==> src/rtl/dram_port_arbiter.sv <==
// dram_port_arbiter
//   Shares the single data-RAM port between the CPU memory-access stage, the
//   DMA engine and the debug monitor. One grant per cycle, combinational from
//   the requests and registered state. Debug has top priority and holds a
//   burst lock while it keeps requesting. DMA is promoted above the CPU once it
//   has been refused STARVE_LIMIT cycles in a row. Read data returns one cycle
//   after the grant, tagged to the requester that issued the read.
// Ports
//   clk, rst_n                      clock, async active-low reset
//   cpu_req/we/adr/wdata, cpu_gnt   CPU access (byte enables, 0 = read)
//   cpu_stall_req                   CPU request refused this cycle
//   dma_req/we/adr/wdata, dma_gnt   DMA access (full-word write)
//   dbg_req/we/adr/wdata, dbg_gnt   debug access (full-word write)
//   ram_adr/wdata/wen, ram_rdata    RAM port (read data one cycle later)
//   rdata, *_rvalid                 read data and its owner tag
module dram_port_arbiter #(
  parameter int DWIDTH       = 11,
  parameter int STARVE_LIMIT = 4
) (
  input  logic              clk,
  input  logic              rst_n,
  input  logic              cpu_req,
  input  logic [3:0]        cpu_we,
  input  logic [DWIDTH-1:0] cpu_adr,
  input  logic [31:0]       cpu_wdata,
  output logic              cpu_gnt,
  output logic              cpu_stall_req,
  input  logic              dma_req,
  input  logic              dma_we,
  input  logic [DWIDTH-1:0] dma_adr,
  input  logic [31:0]       dma_wdata,
  output logic              dma_gnt,
  input  logic              dbg_req,
  input  logic              dbg_we,
  input  logic [DWIDTH-1:0] dbg_adr,
  input  logic [31:0]       dbg_wdata,
  output logic              dbg_gnt,
  output logic [DWIDTH-1:0] ram_adr,
  output logic [31:0]       ram_wdata,
  output logic [3:0]        ram_wen,
  input  logic [31:0]       ram_rdata,
  output logic [31:0]       rdata,
  output logic              cpu_rvalid,
  output logic              dma_rvalid,
  output logic              dbg_rvalid
);

  typedef enum logic {IDLE, DBG_LOCK} state_t;

  state_t            state_q, state_d;
  logic [3:0]        starve_q, starve_d;
  logic [DWIDTH-1:0] adr_q, adr_d;
  logic [31:0]       wdata_q, wdata_d;
  logic [2:0]        rv_q, rv_d;      // {dbg, dma, cpu}
  logic              dma_pri;

  localparam logic [3:0] LIMIT = 4'(STARVE_LIMIT);

  // Grant and RAM mux
  always_comb begin
    dma_pri       = dma_req && (starve_q == LIMIT);
    dbg_gnt       = dbg_req;
    cpu_gnt       = cpu_req && !dbg_req && !dma_pri;
    dma_gnt       = dma_req && !dbg_req && (dma_pri || !cpu_req);
    cpu_stall_req = cpu_req && !cpu_gnt;

    // idle port keeps address/data still to avoid needless toggling
    ram_adr   = adr_q;
    ram_wdata = wdata_q;
    ram_wen   = 4'b0000;
    if (dbg_gnt) begin
      ram_adr   = dbg_adr;
      ram_wdata = dbg_wdata;
      ram_wen   = {4{dbg_we}};
    end else if (dma_gnt) begin
      ram_adr   = dma_adr;
      ram_wdata = dma_wdata;
      ram_wen   = {4{dma_we}};
    end else if (cpu_gnt) begin
      ram_adr   = cpu_adr;
      ram_wdata = cpu_wdata;
      ram_wen   = cpu_we;
    end
    adr_d   = ram_adr;
    wdata_d = ram_wdata;

    rv_d = {dbg_gnt && !dbg_we, dma_gnt && !dma_we, cpu_gnt && (cpu_we == 4'b0000)};
  end

  // Debug lock FSM and DMA aging
  always_comb begin
    state_d = state_q;
    case (state_q)
      IDLE:     if (dbg_gnt) state_d = DBG_LOCK;
      DBG_LOCK: if (!dbg_req) state_d = IDLE;
      default:  state_d = IDLE;
    endcase

    // debug activity freezes the age so a debug burst never promotes DMA
    starve_d = starve_q;
    if (dma_gnt)
      starve_d = 4'd0;
    else if (state_q == DBG_LOCK || dbg_gnt)
      starve_d = starve_q;
    else if (dma_req)
      starve_d = (starve_q < LIMIT) ? starve_q + 4'd1 : starve_q;
    else
      starve_d = 4'd0;
  end

  always_ff @(posedge clk or negedge rst_n) begin
    if (!rst_n) begin
      state_q  <= IDLE;
      starve_q <= 4'd0;
      adr_q    <= '0;
      wdata_q  <= 32'd0;
      rv_q     <= 3'b000;
    end else begin
      state_q  <= state_d;
      starve_q <= starve_d;
      adr_q    <= adr_d;
      wdata_q  <= wdata_d;
      rv_q     <= rv_d;
    end
  end

  assign rdata      = ram_rdata;
  assign cpu_rvalid = rv_q[0];
  assign dma_rvalid = rv_q[1];
  assign dbg_rvalid = rv_q[2];

endmodule

==> config.mk <==
export PLATFORM = sky130hd
export DESIGN_NAME = dram_port_arbiter
export DESIGN_NICKNAME = d
export VERILOG_FILES = /design/src/rtl/dram_port_arbiter.sv
export SDC_FILE = /design/constraint.sdc
export NUM_CORES = 1
export LEC_CHECK = 0
export CAP_MARGIN = 10
export CORE_ASPECT_RATIO = 2
export CORE_UTILIZATION = 30
export DETAILED_ROUTE_END_ITERATION = 12
export GPL_TIMING_DRIVEN = 1
export PLACE_DENSITY = 0.84
export SLEW_MARGIN = 25
export SYNTH_ARGS = -nofsm -noshare
export SYNTH_HDL_FRONTEND = slang
export SYNTH_SLANG_ARGS = --single-unit
==> constraint.sdc <==
create_clock -name clk -period 1.47 [get_ports clk]
set_input_delay 0.147 -clock clk [delete_from_list [all_inputs] [get_ports clk]]
set_output_delay 0.147 -clock clk [all_outputs]
set_load 0.05 [all_outputs]
* Word level (Yosys, flattened, before mapping)
Cells that the tools add are included.
** Operators by class
- Mux-type cells :: 14
- Reductions and logical operators :: 19
- $add $sub $neg :: 1
- Order comparisons :: 1
- Equality and inequality tests :: 3
** Operators by type and width (count)
- $mux 32 :: 3
- $mux 11 :: 3
- $mux 4 :: 7
- $logic_and 1x1->1 :: 9
- $logic_not 1->1 :: 6
- $add 4x1->4 const B :: 1
- $eq 4x3->1 const B :: 1
- $logic_not 4->1 :: 1
- $lt 4x3->1 const B :: 1
- $ne 3x1->1 const B :: 1
- $logic_or 1x1->1 :: 2
- $ne 2x2->1 const B :: 1
- $reduce_and 2->1 :: 1
- $mux 1 :: 1
** Storage, ports and cells
- Logic and storage cells :: 43
- Input bits :: 172
- Output and inout bits :: 86
- Register bits :: 51

* Logic depth before layout (Yosys ltp)
- Depth after elaboration :: 7
- Mapped depth :: 8
- Mapped depth without buffers :: 6

* Least setup slack after synthesis
OpenSTA, ideal clock, no wires.
- Path kind :: register to register
- Start point :: reg starve_q[0]
- End point :: reg wdata_q[5]
- Required time :: 1295 ps
- Buffers on the path :: 2
- Setup time :: 175 ps
- Cell stages (with the launch flop) :: 8
- Path slack :: -423 ps
- Clock period less this slack :: 1893 ps
- Arrival time :: 1718 ps
- Cell sequence :: dfrtp_1 inv_1 ha_1 and3b_1 o21ai_2 buf_4 buf_6 o221a_1
** On the way
- Cells in the longest elaborated chain, start to end :: 7
- Elaborated cells between the ends (all ways) :: 9
- Those cells by class :: 1 x eq/ne; 3 x mux; 5 x reduce/logical
** Ends and longest elaborated chain
- from (decl) :: RTL line 51 : logic [3:0] starve_q, starve_d;
- from (signal assigned) :: RTL line 120 : starve_q <= starve_d;
- $eq 4x3->1 * :: RTL line 61 : dma_pri = dma_req && (starve_q == LIMIT);
- $logic_and 1x1->1 * :: RTL line 61
- $logic_not 1->1 :: RTL line 63 : cpu_gnt = cpu_req && !dbg_req && !dma_pri;
- $logic_and 1x1->1 :: RTL line 63
- $mux 32 :: RTL line 79 : end else if (cpu_gnt) begin
- $mux 32 * :: RTL line 75 : end else if (dma_gnt) begin
- $mux 32 * :: RTL line 71 : if (dbg_gnt) begin
- named net ram_wdata[5] :: RTL line 39 : output logic [31:0] ram_wdata,
- to (signal assigned) :: RTL line 122 : wdata_q <= wdata_d;
- to (decl) :: RTL line 53 : logic [31:0] wdata_q, wdata_d;
The timed path passes the listed nets; every way through them passes the cells marked *.
A chain may end at the register's enable or synchronous reset.

* Worst setup path after layout
- Start point :: reg starve_q[0]
- End point :: out ram_wdata[10]
** On the way
- Cells in the longest elaborated chain, start to end :: 7
- Elaborated cells between the ends (all ways) :: 9
- Those cells by class :: 1 x eq/ne; 3 x mux; 5 x reduce/logical
** Ends and longest elaborated chain (RTL line)
- $eq 4x3->1 * :: 61
- $logic_and 1x1->1 * :: 61
- $logic_not 1->1 :: 63
- $logic_and 1x1->1 :: 63
- $mux 32 :: 79
- $mux 32 * :: 75
- $mux 32 * :: 71
- to (decl) :: 39
Mark *: on every way between the ends. The rest lies on a longest branch, timed or not.

==> flow_summary.toml <==
[critical_path]
path_common_cell = "buf_12"
cp_top_family = "buffers and inverters"
crit_chain = "inv_2, ha_4, and3b_2, o21ai_4, buf_12, buf_6, o221a_4, buf_12"
worstSetupStartpointType = "flip-flop"
path_class = "flip-flop to output port"
critPathBufInv = 4
crit_path_top_delay_cell = "dfrtp_1"
critical_path.max_stage_delay_ns = 0.40
cp_data_arrival_time_ns = 1.98
path_max_fanout = 7
end_kind = "output port"
crit_required_ns = 1.32

[synthesis]
synthesis.area_um2 = 3160
syn_avg_cell_area_um2 = 11.6
synth-warning-count = 0
ys_seq_elements = 51
yosysUniqueCellTypes = 32
synth_nets = 447
syn_inst = 273
ys_seq_area_frac = 0.404

[global_route]
track_usage = 0.243
grt_max_degree = 27
grtUsageMet1 = 0.233
grtUsageMet3 = 0.0432
overflow = 0
antenna_found_initial = 0
met2_usage = 0.453
grt_pass1_wl_um = 19500
grt_pass1_vias = 3630
busiest_layer = "met2"

[layout]
fin_cells = 596
final_common_cell = "clkdlybuf4s50_1"
layout-drive-gt1-share = 0.373
syn2layout_area_growth_pct = 108
nNetsFinal = 635
mostFrequentLayoutCells = "clkdlybuf4s50_1, buf_12, dfrtp_1, o221a_4"
diodes = 0

[sta]
slew_viol_final = 0
finalSetupViolations = 98
hold_viol_final = 0
fin_crit_ns = 2.13
setup_tns_ns = -40.21
max_slew_margin = 0.689
fin_crit_sh = 1.45
grt_setup_unrepaired = "true"
fmax_ghz = 0.470
finalWorstSetupSlack_ns = -0.657
worst_pin_slew_ns = 0.467
finalClockSkew_ns = 0.00726

[placed_design]
io_buffers = 193
dp_hpwl_um = 9830
dp_cells = 575
gp_congestion = 0.861

[floorplan]
fp.dieArea_um2 = 11000
boundaryPins = 258
dieHeight_um = 147
initial_core_util = 0.311
die_width_um = 74.6
core_um2 = 10100
rows = 52

[cts]
tritoncts = "done"
cts.reportedPaths.clkPinSlew_ns = 0.07
cts_made_buffers = 5
root_buffer = "clkbuf_16"
cts_htree_levels = 2
clock_sinks = 51
cts_max_path_buffers = 2
clk_latency_ns = 0.29

[routing]
drcViolationCount = 0
viasPerCell = 5.42
ant_nets = 0
dr.pass1.iters = 4
wl_per_cell_um = 22.4
vias = 3232
totalWireLength_um = 13400
drt_iter0_drc = 92

[run_status]
violations = "negative setup slack"
outcome = "complete, but fails checks"

[flow_run]
cap_violations = 0

[power]
power.density_nw_per_um2 = 814
vdd_drop_max_mv = 0.661
leakage_nw = 2.72

[worst_hold_path]
hold_path_class = "primary input to output port"
[sequential cells by signal, summed over array words and instances (netlist names)]
name      count
wdata_q      32
state_q       1
rv_q          3
starve_q      4
adr_q        11
[power by group]
group | internal [W] | switching [W]
sequential | 0.00154 | 0.0000454
combinational | 0.00141 | 0.00118
clock | 0.000666 | 0.000513
[cell type report]
type / instances / area, um^2
fill: 780 / 3580
timing repair buffer: 238 / 3010
multi-input combinational: 159 / 1950
sequential: 51 / 1280
tap: 135 / 169
clock buffer: 6 / 139
inverter: 6 / 25.0
clock inverter: 1 / 5.00
[kinds of logic after synthesis]
| logic type | Yosys count | synth area share |
|---|---|---|
| muxes | 33 | 0.105 |
| buffers and inverters | 63 | 0.134 |
| adders and majority gates | 2 | 0.00792 |
| DFF | 51 | 0.404 |
| and+or+nand+nor | 24 | 0.0444 |
| AOI/OAI and AO/OA | 100 | 0.305 |
[worst reg2reg max path: cells and delay by family, from the launching register on]
| kind | cells | cell delay, ns |
|---|---|---|
| AND/OR/NAND/NOR | 1 | 0.23 |
| flip-flops | 1 | 0.40 |
| buffers and inverters | 4 | 0.52 |
| adder cells (fa/ha/maj) | 1 | 0.14 |
| AO/OA/AOI/OAI | 2 | 0.36 |
[per-stage QoR]
stage                     hold WS (ns)  instance area [um^2]   util  worst slack, ns  total power (W)
after floorplan                 -0.149                  3460      -           -0.200          0.00296
after global routing             0.294                  6570  0.648           -0.705          0.00553
after detailed placement        0.0872                  5990  0.590           -0.508          0.00402
after global placement          0.0761                  5990  0.590           -0.467          0.00397
final                            0.294                  6570  0.648           -0.657          0.00535
after CTS                        0.294                  6540  0.645           -0.629          0.00539
[routing by layer]
metal,vias to the layer above,routed length [um],share of wire
li1,1446,-,-
met1,1568,4360,0.33
met2,158,7520,0.56
met3,60,783,0.059
met4,0,685,0.051
met5,-,0,0
[repair_timing]
action,CTS,global route
setup endpoints to repair,99,100
endpoints found under the hold margin,12,0
cloned,2,1
hold buffers,1,0
pin swaps,12,3
gates resized for setup,45,8
setup buffers,12,3
[synth_stat cells]
cell	count	area, um^2
or4_1	1	7.51
nand4b_1	1	8.76
mux2i_1	33	330
a2bb2oi_1	33	289
or2_1	1	6.26
o221a_2	43	484
inv_1	4	15.0
o32a_1	10	100
buf_4	38	285
o21a_1	1	7.51
a21oi_1	7	35.0
and2b_4	1	10.0
o21ai_0	2	10.0
o21ai_2	1	8.76
clkbuf_1	5	18.8
and3b_1	2	17.5
a311oi_1	1	8.76
nand3b_1	1	7.51
o221a_1	1	11.3
inv_2	2	7.51
buf_2	10	50.1
nand3_1	4	20.0
nor2_1	6	22.5
o211a_1	1	10.0
or2_2	1	6.26
nand4_1	2	12.5
ha_1	2	25.0
buf_6	4	45.0
nor3b_1	1	7.51
nor2b_1	1	6.26
dfrtp_1	51	1280
nand2_1	2	7.51
[worst paths after layout]
kind                               from             to  slack [ns]  depth (start not counted)
min reg2reg                     state_q    starve_q[0]        0.58                          3
min in group asynchronous         rst_n       adr_q[7]        0.30                          2
max reg2reg                 starve_q[0]    wdata_q[29]       -0.29                          8
max in group asynchronous         rst_n    starve_q[0]        0.63                          3
max                         starve_q[0]  ram_wdata[10]       -0.66                          8
min                        ram_rdata[0]       rdata[0]        0.29                          0
Power figures use the tool's default switching activity.
